## config.mk

```make
export PLATFORM = sky130hd
export DESIGN_NAME = control_fsm
export DESIGN_NICKNAME = d
export VERILOG_FILES = /design/src/rtl/control_fsm.sv
export SDC_FILE = /design/constraint.sdc
export NUM_CORES = 1
export LEC_CHECK = 0
export CAP_MARGIN = 30
export CELL_PAD_IN_SITES_DETAIL_PLACEMENT = 0
export CELL_PAD_IN_SITES_GLOBAL_PLACEMENT = 1
export CORE_MARGIN = 2
export CORE_UTILIZATION = 24
export CTS_CLUSTER_SIZE = 14
export DETAILED_ROUTE_END_ITERATION = 8
export GPL_TIMING_DRIVEN = 0
export PLACE_DENSITY = 0.74
export SYNTH_ARGS = -nofsm -noshare
export SYNTH_HDL_FRONTEND = slang
export SYNTH_SLANG_ARGS = --single-unit
```

## constraint.sdc

```tcl
create_clock -name clk -period 1.5 [get_ports clk]
set_input_delay 0.3 -clock clk [delete_from_list [all_inputs] [get_ports clk]]
set_output_delay 0.3 -clock clk [all_outputs]
set_load 0.02 [all_outputs]
```

## src/rtl/control_fsm.sv

```systemverilog
// Multi-cycle RV32 control sequencer: fetch over a req/ack port, decode, then
// drive operand selects, ALU function, PC update, RF write and data requests.
module control_fsm #(
    parameter logic [31:0] RESET_IR = 32'h00000013
) (
    input  logic        clk,
    input  logic        reset,
    output logic        io_mem_req,
    output logic        io_mem_we,
    input  logic        io_mem_ack,
    input  logic [31:0] io_mem_rdata,
    input  logic        io_br_taken,
    output logic [31:0] io_ir,
    output logic [1:0]  io_opa_sel,
    output logic        io_opb_sel,
    output logic [3:0]  io_alu_fun,
    output logic        io_pc_en,
    output logic        io_pc_sel,
    output logic        io_rf_wen,
    output logic        io_illegal,
    output logic [2:0]  io_state
);

    // state  | meaning
    // FETCH  | instruction request outstanding, IR loads on ack
    // DECODE | classify IR, trap unsupported opcodes
    // EXEC   | ALU phase; branches resolve the PC here
    // MEM    | data request outstanding until ack
    // WB     | register-file write and PC+4
    // HALT   | illegal instruction seen; only reset leaves
    typedef enum logic [2:0] {
        S_FETCH  = 3'd0,
        S_DECODE = 3'd1,
        S_EXEC   = 3'd2,
        S_MEM    = 3'd3,
        S_WB     = 3'd4,
        S_HALT   = 3'd5
    } state_t;

    localparam logic [6:0] OPC_OP     = 7'b0110011;
    localparam logic [6:0] OPC_OP_IMM = 7'b0010011;
    localparam logic [6:0] OPC_LUI    = 7'b0110111;
    localparam logic [6:0] OPC_LOAD   = 7'b0000011;
    localparam logic [6:0] OPC_STORE  = 7'b0100011;
    localparam logic [6:0] OPC_BRANCH = 7'b1100011;
    localparam logic [6:0] OPC_SYSTEM = 7'b1110011;

    state_t      state_q;
    logic [31:0] ir_q;

    logic [6:0] opcode;
    logic [2:0] funct3;
    logic       is_op, is_imm, is_lui, is_load, is_store, is_branch, is_csri;
    logic       is_legal;

    assign opcode    = ir_q[6:0];
    assign funct3    = ir_q[14:12];
    assign is_op     = (opcode == OPC_OP);
    assign is_imm    = (opcode == OPC_OP_IMM);
    assign is_lui    = (opcode == OPC_LUI);
    assign is_load   = (opcode == OPC_LOAD);
    assign is_store  = (opcode == OPC_STORE);
    assign is_branch = (opcode == OPC_BRANCH);
    // Only the CSR immediate forms (funct3 5..7) are handled.
    assign is_csri   = (opcode == OPC_SYSTEM) && (funct3 >= 3'd5);
    assign is_legal  = is_op | is_imm | is_lui | is_load | is_store | is_branch | is_csri;

    always_ff @(posedge clk) begin
        if (reset) begin
            state_q <= S_FETCH;
            ir_q    <= RESET_IR;
        end else begin
            case (state_q)
                S_FETCH: begin
                    if (io_mem_ack) begin
                        ir_q    <= io_mem_rdata;
                        state_q <= S_DECODE;
                    end
                end
                S_DECODE: state_q <= is_legal ? S_EXEC : S_HALT;
                S_EXEC: begin
                    if (is_load || is_store) state_q <= S_MEM;
                    else if (is_branch)      state_q <= S_FETCH;
                    else                     state_q <= S_WB;
                end
                S_MEM: begin
                    if (io_mem_ack) state_q <= is_store ? S_FETCH : S_WB;
                end
                S_WB:    state_q <= S_FETCH;
                S_HALT:  state_q <= S_HALT;
                default: state_q <= S_FETCH;
            endcase
        end
    end

    logic       req_c, we_c, pc_en_c, pc_sel_c, rf_wen_c, illegal_c;
    logic [1:0] opa_c;

    always_comb begin
        req_c     = 1'b0;
        we_c      = 1'b0;
        pc_en_c   = 1'b0;
        pc_sel_c  = 1'b0;
        rf_wen_c  = 1'b0;
        illegal_c = 1'b0;
        opa_c     = is_lui ? 2'd1 : (is_csri ? 2'd2 : 2'd0);
        case (state_q)
            S_FETCH: begin
                req_c = 1'b1;
                opa_c = 2'd0;
            end
            S_EXEC: begin
                if (is_branch) begin
                    pc_en_c  = 1'b1;
                    pc_sel_c = io_br_taken;
                end
            end
            S_MEM: begin
                req_c   = 1'b1;
                we_c    = is_store;
                pc_en_c = is_store && io_mem_ack;
            end
            S_WB: begin
                rf_wen_c = (ir_q[11:7] != 5'd0);
                pc_en_c  = 1'b1;
            end
            S_HALT: begin
                illegal_c = 1'b1;
                opa_c     = 2'd3;
            end
            default: ;
        endcase
    end

    always_comb begin
        io_alu_fun = 4'h0;
        if (is_op)                 io_alu_fun = {ir_q[30], funct3};
        else if (is_imm)           io_alu_fun = {(funct3 == 3'd5) ? ir_q[30] : 1'b0, funct3};
        else if (is_lui || is_csri) io_alu_fun = 4'hF;
    end

    // Strobes and the debug state are masked while reset is held.
    assign io_mem_req = req_c & ~reset;
    assign io_mem_we  = we_c & ~reset;
    assign io_pc_en   = pc_en_c & ~reset;
    assign io_rf_wen  = rf_wen_c & ~reset;
    assign io_illegal = illegal_c & ~reset;
    assign io_state   = reset ? 3'd0 : state_q;
    assign io_pc_sel  = pc_sel_c;
    assign io_opa_sel = opa_c;
    assign io_opb_sel = is_imm | is_load | is_store;
    assign io_ir      = ir_q;

endmodule

```

==> Word level (Yosys, flattened, before mapping) <==
Cells that the tools add are included.
{ "op_classes": {"magnitude_cmp": 1, "n_eq_ne": 15, "n_mux": 23, "reduce_logical": 9, "n_bitwise": 14} }
{ "op_table": {"columns": ["operator", "count"], "rows": [
  ["7-bit by 6-bit equality test with 1-bit output (second input constant)", 3],
  ["3-bit 2-to-1 mux", 7],
  ["3-bit case mux with 5 select lines", 1],
  ["7-bit equality test (second input constant)", 2],
  ["4-bit 2-to-1 mux", 3],
  ["3-bit equality test (second input constant)", 3],
  ["1-bit 2-to-1 mux", 8],
  ["1-bit OR", 8],
  ["7-bit by 2-bit equality test with 1-bit output (second input constant)", 1],
  ["7-bit by 5-bit equality test with 1-bit output (second input constant)", 1],
  ["3-bit by 2-bit equality test with 1-bit output (second input constant)", 2],
  ["1-bit AND", 5],
  ["5-bit nonzero test", 1],
  ["2-bit 2-to-1 mux", 2],
  ["2-bit inequality test (second input constant)", 2],
  ["2-bit case mux with 2 select lines", 1],
  ["2-bit AND reduction", 2],
  ["3-bit by 1-bit equality test with 1-bit output (second input constant)", 1],
  ["3-bit >= comparator (second input constant)", 1],
  ["3-bit logical NOT", 1],
  ["1-bit case mux with 3 select lines", 1],
  ["1-bit logical AND", 2],
  ["1-bit logical OR", 2],
  ["2-bit OR reduction", 1],
  ["1-bit inverter", 1]
]} }
{ "word_totals": {"wordCells": 64, "output_inout_bits": 48, "inputBits": 36, "regBits": 35} }

==> Logic depth before layout (Yosys ltp) <==
{ "logic_depth": {"depth_word": 9, "mapped_depth": 7, "depth_no_buf": 4} }

==> Least setup slack after synthesis <==
No wires, ideal clock.
{ "synth_path": {"kind": "register to output", "from": "reg ir_q[5], in the netlist io_ir[5]", "to": "out io_opa_sel[1]", "stages_incl_launch_ff": 4, "required_ps": 1200, "arrival_time_ps": 1567, "setup_slack_ps": -367, "path_buffers": 1, "cell_sequence": "dfxtp_1 > buf_2 > nand2_2 > o41ai_1"} }
{ "synth_between": {"elab_chain_len": 5, "elab_cells_between_ends": 6, "classes_between": "eq/ne: 2; mux: 3; reduce/logical: 1"} }
{ "synth_lines": {"columns": ["item", "line", "source"], "rows": [
  ["start, declared", "49", "logic [31:0] ir_q;"],
  ["start signal, assigned", "76", "ir_q <= io_mem_rdata;"],
  ["7-bit equality test", "65", "assign is_csri = (opcode == OPC_SYSTEM) && (funct3 >= 3'd5);"],
  ["1-bit logical AND", "65", null],
  ["2-bit 2-to-1 mux", "106", "opa_c = is_lui ? 2'd1 : (is_csri ? 2'd2 : 2'd0);"],
  ["2-bit 2-to-1 mux *", "106", null],
  ["2-bit case mux with 2 select lines *", "107", "case (state_q)"],
  ["end, declared", "14", "output logic [1:0] io_opa_sel,"]
]} }
Every way passes the cells marked *; elsewhere a longest branch is shown, timed or not.

==> Final worst setup path <==
{ "layout_path": {"from": "reg ir_q[3], in the netlist io_ir[3]", "to": "out io_pc_en"} }
{ "layout_between": {"elab_chain_len": 4, "elab_cells_between_ends": 6, "classes_between": "eq/ne: 2; mux: 2; bitwise: 1; reduce/logical: 1"} }
{ "layout_lines": {"columns": ["item", "line", "source"], "rows": [
  ["7-bit equality test / 7-bit by 6-bit equality test with 1-bit output (equally long branches)", "63, 62", null],
  ["1-bit 2-to-1 mux / 1-bit logical AND (equally long branches)", "113, 121", null],
  ["1-bit case mux with 3 select lines *", "107", null],
  ["1-bit AND *", "145", "assign io_pc_en = pc_en_c & ~reset;"],
  ["end, declared", "17", "output logic io_pc_en,"]
]} }
Marked as above.

==> qor.csv <==
stage;metric;value;unit
synth;synth_edf_count;0;
routing;route.vias.total;1858;
floorplanning;die_h;87.1;µm
grt;first_global_vias;1761;
min_path;hold-path-cell-count;3;
sta;slew_headroom;0.674;
status;outcome;finished with violations;
synth;avg_cell_area_syn;7.68;µm²
pwr;power_leakage;1.33;nW
worst_setup_path;crit_path_start_kind;flop;
placement;numPortBuffers;83;
grt;grt_antenna_before_repair;0;
clock_network;cts-htree-levels;2;
finish;n_antenna_cell;0;
synth;yosys-top-cells-area;sky130_fd_sc_hd__dfxtp_1 (42%), sky130_fd_sc_hd__nand2_1 (16%), sky130_fd_sc_hd__a21oi_1 (9.0%);
finish;post-route-cell-area;0.00299;mm²
placement;placed_cell_area;0.00264;mm²
synth;ys_seq_area_frac;0.422;
grt;grt.total_usage;0.143;
synth;synth_area_leader_cell;sky130_fd_sc_hd__dfxtp_1;
routing;postRouteAntennaNets;0;
pwr;switching_share;0.412;
grt;grt_max_degree;11;
clock_network;cts_max_path_buffers;2;
routing;detail_route.wl_per_cell;13.5;µm
grt;grt_overflow_total;0;
pwr;power.switching;1.94;mW
sta;clock-skew-final;0.0145;ns
worst_setup_path;critPathKind;reg2out;
routing;drc;0;
floorplanning;top_level_i_o_count;84;
placement;detailedPlacementHpwl;3.73;mm
finish;filler_cell_count;713;
sta;timing.fmax;494;MHz
clock_network;clk_pin_slew_worst_paths;0.08;ns
sta;setup-tns-final;-5.11;ns
worst_setup_path;worst_path_max_delay_cell;sky130_fd_sc_hd__dfxtp_2;
clock_network;cts_root_buffer;sky130_fd_sc_hd__clkbuf_8;
status;violations_in_the_final_reports;negative setup slack;
synth;synthCells;216;
synth;synth_async_sr_flop_share;0;
placement;final_weighted_congestion_of_routability_driven_global_placement;0.798;
sta;finalSetupViolCount;16;
pwr;power_frac_comb;0.536;
finish;finish.net_count;364;
pwr;irDropWorstVdd;0.000522;V
floorplanning;floorplan.die_area;0.00759;mm²
clock_network;numClockSinks;35;
pwr;design_power_total;4.71;mW
sta;period_share;1.35;
sta;timing_worst_slew_pin_value;0.489;ns
sta;rsz0062_at_grt;true;
placement;place_ws;-0.866;ns
worst_setup_path;worst_r2r_path_depth;8;
synth;synthDistinctLibCells;38;
floorplanning;row_count;30;
synth;synth.yosys.warnings;0;
pwr;internal_power;2.77;mW
floorplanning;initial_core_util;0.246;
worst_setup_path;critPathArrivalTime;1.72;ns
clock_network;cts_tree;yes;
synth;ys_ff_latch;35;
routing;via_per_inst;4.54;
min_path;hold_path.class;in2reg;
routing;detail_route.iter0.violations;61;
routing;drt_pre_antenna_iters;4;
sta;fin_hold_ws;0.402;ns
synth;most_repeated_cell_in_the_gate_level_netlist_after_synthesis;sky130_fd_sc_hd__nand2_1;
clock_network;clock_insertion_delay_at_the_later_pin_of_the_skew_report;0.30;ns
worst_setup_path;endpoint_kind;output pin;
worst_setup_path;critPathMaxFanout;5;
sta;finalHoldViolCount;0;
floorplanning;core_area;0.00676;mm²
synth;post_synth_top_flop;sky130_fd_sc_hd__dfxtp_1;
pwr;power_share_of_the_sequential_group;0.300;
worst_setup_path;worstPathRequired;1.20;ns
finish;final_layout_size_suffix_gt1_frac;0.298;
floorplanning;die-width;87.1;µm
synth;post_synth_instance_area;0.00166;mm²
routing;totalWireLength;5.51;mm
finish;syn2layout_area_growth;80.2;%
job;max-cap-violations;0;
pwr;power_density;1570;mW/mm²
synth;yosys-top-cells-count;sky130_fd_sc_hd__nand2_1 (70), sky130_fd_sc_hd__dfxtp_1 (35), sky130_fd_sc_hd__a21oi_1 (30);
clock_network;clock_buffer_count_from_cts;5;
synth;synth_top_area_share;0.422;
sta;timing.final.crit_period;2.02;ns
pwr;clock_power_share;0.164;
grt;grt_first_pass_wirelength;8.48;mm
sta;timing.final.max_slew_violations;0;
synth;syn-num-nets;252;
worst_setup_path;critical-path-max-stage-delay;0.33;ns
worst_setup_path;critical_path.cell_chain;nand4bb_1 -> buf_6 -> nor4b_4 -> nand4_1 -> o221ai_2 -> buf_4;
sta;worst_slack;-0.523;ns
[layout make-up]
type	instances	area, µm²	area share
Buffer	14	125	0.0418
Clock buffer	8	100	0.0335
Inverter	7	28.8	0.00962
Multi-Input combinational cell	158	947	0.317
Sequential cell	35	728	0.244
Tap cell	80	100	0.0335
Timing Repair Buffer	107	961	0.321
[final timing paths]
check	startpoint	end	slack [ns]
worst min register to register	io_ir[25]$_SDFFE_PP0P_	io_ir[25]$_SDFFE_PP0P_	0.45
worst max register to register	io_ir[3]$_SDFFE_PP0P_	state_q[0]$_SDFFE_PP0P_	-0.23
worst min-delay path	reset	state_q[2]$_SDFFE_PP0P_	0.40
worst max-delay path	io_ir[3]$_SDFFE_PP0P_	io_pc_en	-0.52
[what timing repair did]
| item | in CTS | in global routing |
|---|---|---|
| endpoints found under the setup margin | 68 | 47 |
| pin swaps | 13 | 9 |
| hold buffers | 0 | 0 |
| setup buffers | 18 | 7 |
| gates cloned | 0 | 0 |
| gates resized for setup | 154 | 22 |
[cells in the final DEF (no fill, tap or decap), types with 4 or more instances in the layout]
cell type and n:
sky130_fd_sc_hd__nand2_1 69, sky130_fd_sc_hd__clkdlybuf4s50_1 34, sky130_fd_sc_hd__dlygate4sd2_1 31, sky130_fd_sc_hd__a21oi_1 29, sky130_fd_sc_hd__buf_4 25, sky130_fd_sc_hd__dfxtp_1 23
sky130_fd_sc_hd__buf_6 17, sky130_fd_sc_hd__clkbuf_8 9, sky130_fd_sc_hd__dfxtp_2 7, sky130_fd_sc_hd__nand3b_1 6, sky130_fd_sc_hd__nor2_1 5, sky130_fd_sc_hd__inv_1 5
sky130_fd_sc_hd__clkbuf_2 5, sky130_fd_sc_hd__dfxtp_4 5, sky130_fd_sc_hd__buf_2 4
[cells by family (layout without fill, tap and decap cells)]
logic type / Yosys count / in the layout / share of synthesized area
and+or+nand+nor: 107 / 107 / 0.305
AOI/OAI and AO/OA: 50 / 50 / 0.189
DFF: 35 / 35 / 0.422
buffers and inverters: 23 / 136 / 0.0784
adders and majority gates: 1 / 1 / 0.00603
[power groups by stage]
stage                     clock network, mW  logic [mW]  registers (mW)
after global placement                    0        2.23            1.36
after CTS                             0.791        2.39            1.40
after floorplan                           0        1.17            1.54
after detailed placement                  0        2.24            1.36
after global routing                  0.848        2.73            1.45
final                                 0.772        2.52            1.41
[through the flow]
step           utilization  cells
2_1_floorplan            -    216
3_3_place_gp         0.390    379
3_5_place_dp         0.390    379
4_1_cts              0.433    403
5_1_grt              0.443    409
6_report             0.443    409
[state kept, by name (all words and copies together) (netlist names)]
name	count
state_q	3
io_ir	32
[per-layer routing]
| layer | up-vias | track usage | wire (µm) |
|---|---|---|---|
| met2 | 58 | 0.251 | 2800 |
| met4 | 0 | 0.0336 | 48 |
| met1 | 851 | 0.171 | 2330 |
| met5 | - | 0 | 0 |
| li1 | 944 | - | - |
| met3 | 5 | 0.0445 | 327 |
[critical path, delay by kind of cell, from the launching register on]
kind / cells / cell delay [ns]
DFF: 1 / 0.33
and+or+nand+nor: 3 / 0.59
AOI/OAI and AO/OA: 1 / 0.18
buffers and inverters: 2 / 0.33
(Power assumes the default switching activity.)
